**config.mk**
```make
export PLATFORM = sky130hd
export DESIGN_NAME = jk_register_bank_flat
export DESIGN_NICKNAME = d
export VERILOG_FILES = /design/src/rtl/jk_register_bank_pkg.sv /design/src/rtl/jk_register_bank_if.sv /design/src/rtl/jk_register_bank_cell.sv /design/src/rtl/jk_register_bank.sv /design/src/flat_wrapper.sv
export SDC_FILE = /design/constraint.sdc
export NUM_CORES = 1
export LEC_CHECK = 0
export BUFFER_PORTS_ARGS = -buffer_cell sky130_fd_sc_hd__buf_2
export CORE_UTILIZATION = 44
export CTS_CLUSTER_SIZE = 14
export DETAILED_ROUTE_END_ITERATION = 12
export PLACE_DENSITY = 0.73
export SETUP_SLACK_MARGIN = 0.05
export SYNTH_ARGS = -nofsm -noshare
export SYNTH_HDL_FRONTEND = slang
export SYNTH_SLANG_ARGS = --single-unit
export TNS_END_PERCENT = 5
```
**constraint.sdc**
```tcl
create_clock -name CP -period 3.56 [get_ports CP]
set_input_delay 0.178 -clock CP [delete_from_list [all_inputs] [get_ports CP]]
set_output_delay 0.178 -clock CP [all_outputs]
set_load 0.03 [all_outputs]
```
**src/rtl/jk_register_bank_pkg.sv**
```systemverilog
// Shared mode encoding for the JK register bank and its bus interface.
package jk_bank_pkg;

  localparam logic [1:0] MODE_JK_C    = 2'b00;
  localparam logic [1:0] MODE_COUNT_C = 2'b01;
  localparam logic [1:0] MODE_SHIFT_C = 2'b10;
  localparam logic [1:0] MODE_LOAD_C  = 2'b11;

  typedef enum logic [1:0] {
    MODE_JK    = MODE_JK_C,
    MODE_COUNT = MODE_COUNT_C,
    MODE_SHIFT = MODE_SHIFT_C,
    MODE_LOAD  = MODE_LOAD_C
  } jk_mode_t;

endpackage

```
**src/rtl/jk_register_bank_if.sv**
```systemverilog
// Control/data bundle of the JK register bank; CP and R stay as plain ports.
interface jk_register_bank_if
  import jk_bank_pkg::*;
#(
  parameter int WIDTH = 4
);

  jk_mode_t           MODE;
  logic               EN;
  logic [WIDTH-1:0]   J;
  logic [WIDTH-1:0]   K;
  logic [WIDTH-1:0]   D;
  logic               SI;
  logic [WIDTH-1:0]   Q;
  logic [WIDTH-1:0]   nQ;
  logic               TC;
  logic               SO;

  modport master (
    output MODE, EN, J, K, D, SI,
    input  Q, nQ, TC, SO
  );

  modport slave (
    input  MODE, EN, J, K, D, SI,
    output Q, nQ, TC, SO
  );

endinterface

```
**src/rtl/jk_register_bank_cell.sv**
```systemverilog
// Single falling-edge JK flip-flop with asynchronous active-low reset to a
// per-instance value.
module jk_cell #(
  parameter logic RST_VAL = 1'b0
) (
  input  logic CP,
  input  logic R,
  input  logic j_i,
  input  logic k_i,
  output logic q_o
);

  logic q_q;
  logic q_d;

  always_comb begin
    q_d = q_q;
    case ({j_i, k_i})
      2'b00:   q_d = q_q;
      2'b01:   q_d = 1'b0;
      2'b10:   q_d = 1'b1;
      default: q_d = ~q_q;
    endcase
  end

  always_ff @(negedge CP or negedge R) begin
    if (!R) q_q <= RST_VAL;
    else    q_q <= q_d;
  end

  assign q_o = q_q;

endmodule

```
**src/rtl/jk_register_bank.sv**
```systemverilog
// Bank of WIDTH JK cells whose J/K inputs are steered by MODE to act as
// independent JK flops, a binary up-counter, a shift register or a parallel load.
module jk_register_bank
  import jk_bank_pkg::*;
#(
  parameter int               WIDTH     = 4,
  parameter logic [WIDTH-1:0] RESET_VAL = '0
) (
  input  logic               CP,
  input  logic               R,
  jk_register_bank_if.slave  bus
);

  logic [WIDTH-1:0] q;
  logic [WIDTH-1:0] j_s;
  logic [WIDTH-1:0] k_s;
  logic [WIDTH-1:0] cnt_t;
  logic [WIDTH-1:0] shift_src;
  logic [WIDTH:0]   shift_cat;

  // Counter toggle enables form a ripple-AND chain seeded by EN.
  always_comb begin
    logic run;
    cnt_t = '0;
    run   = bus.EN;
    for (int i = 0; i < WIDTH; i++) begin
      cnt_t[i] = run;
      run      = run & q[i];
    end
  end

  // Bit i shifts in from bit i-1; bit 0 takes SI. Works for WIDTH=1 too.
  assign shift_cat = {q, bus.SI};
  assign shift_src = shift_cat[WIDTH-1:0];

  always_comb begin
    j_s = '0;
    k_s = '0;
    case (bus.MODE)
      MODE_JK: begin
        j_s = bus.J;
        k_s = bus.K;
      end
      MODE_COUNT: begin
        j_s = cnt_t;
        k_s = cnt_t;
      end
      MODE_SHIFT: begin
        j_s = {WIDTH{bus.EN}} & shift_src;
        k_s = {WIDTH{bus.EN}} & ~shift_src;
      end
      MODE_LOAD: begin
        j_s = bus.D;
        k_s = ~bus.D;
      end
      default: begin
        j_s = '0;
        k_s = '0;
      end
    endcase
  end

  for (genvar i = 0; i < WIDTH; i++) begin : g_cell
    jk_cell #(
      .RST_VAL (RESET_VAL[i])
    ) u_cell (
      .CP  (CP),
      .R   (R),
      .j_i (j_s[i]),
      .k_i (k_s[i]),
      .q_o (q[i])
    );
  end

  assign bus.Q  = q;
  assign bus.nQ = ~q;
  assign bus.TC = (bus.MODE == MODE_COUNT) & bus.EN & (&q);
  assign bus.SO = q[WIDTH-1];

endmodule

```
**src/flat_wrapper.sv**
```systemverilog
// flat-port wrapper written by rule: the top's interface ports become plain ports
module jk_register_bank_flat import jk_bank_pkg::*;
#(
  parameter int               WIDTH     = 4,
  parameter logic [WIDTH-1:0] RESET_VAL = '0
)
  (CP, R, bus_MODE, bus_EN, bus_J, bus_K, bus_D, bus_SI, bus_Q, bus_nQ, bus_TC, bus_SO);
  jk_register_bank_if #(.WIDTH(WIDTH)) bus_i ();
  input  logic CP;
  input  logic R;
  input wire logic [$bits(bus_i.MODE)-1:0] bus_MODE;
  input wire logic [$bits(bus_i.EN)-1:0] bus_EN;
  input wire logic [$bits(bus_i.J)-1:0] bus_J;
  input wire logic [$bits(bus_i.K)-1:0] bus_K;
  input wire logic [$bits(bus_i.D)-1:0] bus_D;
  input wire logic [$bits(bus_i.SI)-1:0] bus_SI;
  output wire logic [$bits(bus_i.Q)-1:0] bus_Q;
  output wire logic [$bits(bus_i.nQ)-1:0] bus_nQ;
  output wire logic [$bits(bus_i.TC)-1:0] bus_TC;
  output wire logic [$bits(bus_i.SO)-1:0] bus_SO;
  assign bus_i.MODE = bus_MODE;
  assign bus_i.EN = bus_EN;
  assign bus_i.J = bus_J;
  assign bus_i.K = bus_K;
  assign bus_i.D = bus_D;
  assign bus_i.SI = bus_SI;
  assign bus_Q = bus_i.Q;
  assign bus_nQ = bus_i.nQ;
  assign bus_TC = bus_i.TC;
  assign bus_SO = bus_i.SO;
  jk_register_bank #(.WIDTH(WIDTH), .RESET_VAL(RESET_VAL)) u_core (.CP(CP), .R(R), .bus(bus_i));
endmodule
```
==> summary.txt <==
Place
  • Setup WS pre-CTS: -46.6 ps
  • DPL Wire Length: approximately 1200 um
  • Port-buffer cells: 27
  • Global placer's final weighted congestion: 0.871

Power
  • Part of the total power dissipated in combinational logic: between 60% and 70%
  • Switching power of the nets: approximately 0.24 mW
  • Clock network fraction of total power: around an eighth
  • Share of total power consumed by net switching: between 50% and 60%
  • Max VDD drop: about 220 uV
  • PnR Total Power: 0.441 mW
  • PD cells: 530 mW/mm2
  • Power share of the sequential group: about a quarter
  • Static power due to leakage: about 0.43 nW
  • Cell internal pwr: slightly above 0.2 mW

Floorplanning
  • Total die area: 0.00155 mm2
  • Placeable core region: ~0.0013 mm2
  • Initial Util: a little under half
  • Width of the die: between 30 and 40 um
  • Die outline height: 39.4 um
  • Number of rows in the core area: 13
  • IO Count: 28

Finish
  • Antenna Cells: 0
  • Proportion of layout cells with a drive suffix above 1: 39.3%
  • Flip-flop count of the largest register after layout: 4
  • Final core occ: a little under two thirds
  • Total Nets Final: 140
  • P&R area growth vs syn: 35.2%

STA
  • Minimum hold slack: approximately 540 ps
  • Max-slew violations: 0
  • RSZ-0062 raised after global routing: no
  • Worst slew margin relative to its limit: 73.5%
  • Setup TNS after final layout: 0 ps
  • Crit path setup slack, layout: around 220 ps
  • Actual transition at the worst max-transition pin: 398 ps
  • Worst clock skew on the final layout: between 0.1 and 0.15 ps
  • Final Hold Viols: 0
  • Number of endpoints failing setup at the final stage: 0

Run status
  • Result of the run: finished clean

Detailed routing
  • Starting DRC count in detailed routing: 10
  • Via density: between 5 and 6
  • Post-detailed-route count of antenna-violating nets: 0
  • Drt wl/cell: between 10 and 15 um
  • Number of DRC violations after detailed routing: 0
  • Number of optimization iterations in the first detailed-route pass: 4
  • Routed wire length: ~1400 um
  • Detailed-route via count: just under 700

Clocking
  • # resized after CTS: 0
  • CTS Root Cell: sky130_fd_sc_hd__clkbuf_4
  • Maximum buffer depth of the clock tree: 2
  • Post-CTS setup buffer count: 0
  • Number of buffers inserted by hold repair at cts: 0
  • Number of buffers added by the clock tree synthesis step: 3
  • Number of sinks handled by clock tree synthesis: 4
  • Clock tree from TritonCTS: built
  • Htree depth: 1
  • Clock latency at the later pin of the worst-skew pair: between 200 and 300 ps
  • Clock transition at path regs: 30 ps

Yosys
  • Post-Synthesis Mean Instance Area: approximately 8 um2
  • Number of synthesized flops with an enable pin: 0
  • Gate count after technology mapping: just under 80
  • Total of flip-flops plus latches after synthesis: 4
  • Ys flop type: sky130_fd_sc_hd__dfrtn_1
  • Async set-reset flop share out of synthesis: 100%
  • Number of different library cells in the post-synthesis netlist: 26
  • Syn Std Cell Area: between 600 and 700 um2
  • Synth Net Count: 105
  • Yosys Warn Count: 0
  • Sequential cell area fraction in the yosys report: 16.3%

Worst setup path
  • Worst-path fanout max: 11
  • Type of origin of the critical path: input pin
  • Cells on worst reg2reg path: 6
  • Setup crit end kind: flop
  • Critical Path AT: between 1500 and 2000 ps
  • Data required time at the worst endpoint: 1870 ps
  • CP Class: input pin to flop

Global route
  • Pin count of the biggest net entering global routing: 12
  • First-pass GRT wire length: around 2200 um
  • Antenna violations before repair: 0
  • GRT Resource Usage Total: 21.5%
  • Grt ovf: 0
  • Number of global-route vias before repair: 554

Run
  • Number of max-capacitance violations reported: 0

Worst hold path
  • Worst hold stages: 1
  • Type of the worst min-delay path: flop to flop
## cells by family after synthesis
family | count (synthesis) | synth area share (%)
buffers and inverters | 14 | 13.4
and+or+nand+nor | 28 | 23.4
muxes | 1 | 1.63
AOI/OAI and AO/OA | 24 | 29.1
DFF | 4 | 16.3
adders and majority gates | 8 | 16.3
## area by class of cell
cell class                 count  area [um2]
sequential                     4         100
fill                         123         469
multi-input combinational     61         438
timing repair buffer          38         230
inverter                       6        22.5
tap                           15        18.8
clock buffer                   3        22.5
## placed cells by master (no fill, tap or decap), types with 2 or more instances in the layout
cell type / count
sky130_fd_sc_hd__a21oi_1: 2
sky130_fd_sc_hd__a221o_1: 3
sky130_fd_sc_hd__a221oi_1: 4
sky130_fd_sc_hd__buf_2: 27
sky130_fd_sc_hd__buf_4: 10
sky130_fd_sc_hd__clkbuf_4: 3
sky130_fd_sc_hd__dfrtn_1: 4
sky130_fd_sc_hd__ha_1: 8
sky130_fd_sc_hd__inv_1: 6
sky130_fd_sc_hd__nand2_1: 8
sky130_fd_sc_hd__nand2b_1: 3
sky130_fd_sc_hd__nand2b_2: 2
sky130_fd_sc_hd__nand4_1: 2
sky130_fd_sc_hd__nor2_1: 6
sky130_fd_sc_hd__nor3_1: 2
sky130_fd_sc_hd__nor3b_1: 2
sky130_fd_sc_hd__o21ai_0: 5
sky130_fd_sc_hd__o311ai_1: 3
## through the flow
step                instance area (um2)  std cells
finish                              832        127
global route                        832        127
detailed placement                  810        124
floorplan                           621         79
CTS                                 832        127
global placement                    810        124
## worst max-delay path: stages
cell and delay, ps:
sky130_fd_sc_hd__buf_2 140, sky130_fd_sc_hd__buf_12 140, sky130_fd_sc_hd__o311ai_1 280, sky130_fd_sc_hd__o311ai_1 180, sky130_fd_sc_hd__ha_1 330, sky130_fd_sc_hd__nor3b_1 140, sky130_fd_sc_hd__a221o_1 250
## routing by layer
layer  vias to the layer above  GRT usage, %  part of all wire, %
met5                         -             0                    0
met3                         2          3.41                  2.5
li1                        359             -                    -
met1                       302          28.4                   47
met2                        14          32.0                   49
met4                         0          12.9                  1.3
## power by group through the flow
| stage | Clock [mW] | Combinational [mW] | Sequential [mW] |
|---|---|---|---|
| 6_report | 0.0571 | 0.277 | 0.107 |
| 5_1_grt | 0.0639 | 0.305 | 0.112 |
| 4_1_cts | 0.0612 | 0.278 | 0.106 |
| 3_5_place_dp | 0 | 0.277 | 0.107 |
| 3_3_place_gp | 0 | 0.273 | 0.104 |
| 2_1_floorplan | 0 | 0.218 | 0.106 |
## synth_stat cells, types with 2 or more instances
cell type	count	area [um2]
sky130_fd_sc_hd__a221oi_1	4	35.0
sky130_fd_sc_hd__dfrtn_1	4	100
sky130_fd_sc_hd__a221o_1	3	30.0
sky130_fd_sc_hd__a21oi_1	2	10.0
sky130_fd_sc_hd__o311ai_1	2	17.5
sky130_fd_sc_hd__ha_1	8	100
sky130_fd_sc_hd__nand2b_2	2	17.5
sky130_fd_sc_hd__nand2b_1	3	18.8
sky130_fd_sc_hd__nor3b_1	2	15.0
sky130_fd_sc_hd__nand4_1	2	12.5
sky130_fd_sc_hd__nor2_1	6	22.5
sky130_fd_sc_hd__buf_4	8	60.1
sky130_fd_sc_hd__nor3_1	3	15.0
sky130_fd_sc_hd__inv_1	6	22.5
sky130_fd_sc_hd__nand2_1	8	30.0
sky130_fd_sc_hd__o21ai_0	5	25.0
sky130_fd_sc_hd__o311ai_0	2	17.5
## worst paths after layout
kind	start	end	slack [ps]
worst max-delay path	bus_MODE[0]	u_core.g_cell[3].u_cell.q_o	220
worst min-delay path	u_core.g_cell[3].u_cell.q_o	u_core.g_cell[3].u_cell.q_o	540
worst max register to register	u_core.g_cell[0].u_cell.q_o	u_core.g_cell[1].u_cell.q_o	1520
worst min register to register	u_core.g_cell[3].u_cell.q_o	u_core.g_cell[3].u_cell.q_o	540
max in group asynchronous	R	u_core.g_cell[3].u_cell.q_o	2020
min in group asynchronous	R	u_core.g_cell[1].u_cell.q_o	1390
Note: power is estimated with default switching activity, not from simulation.
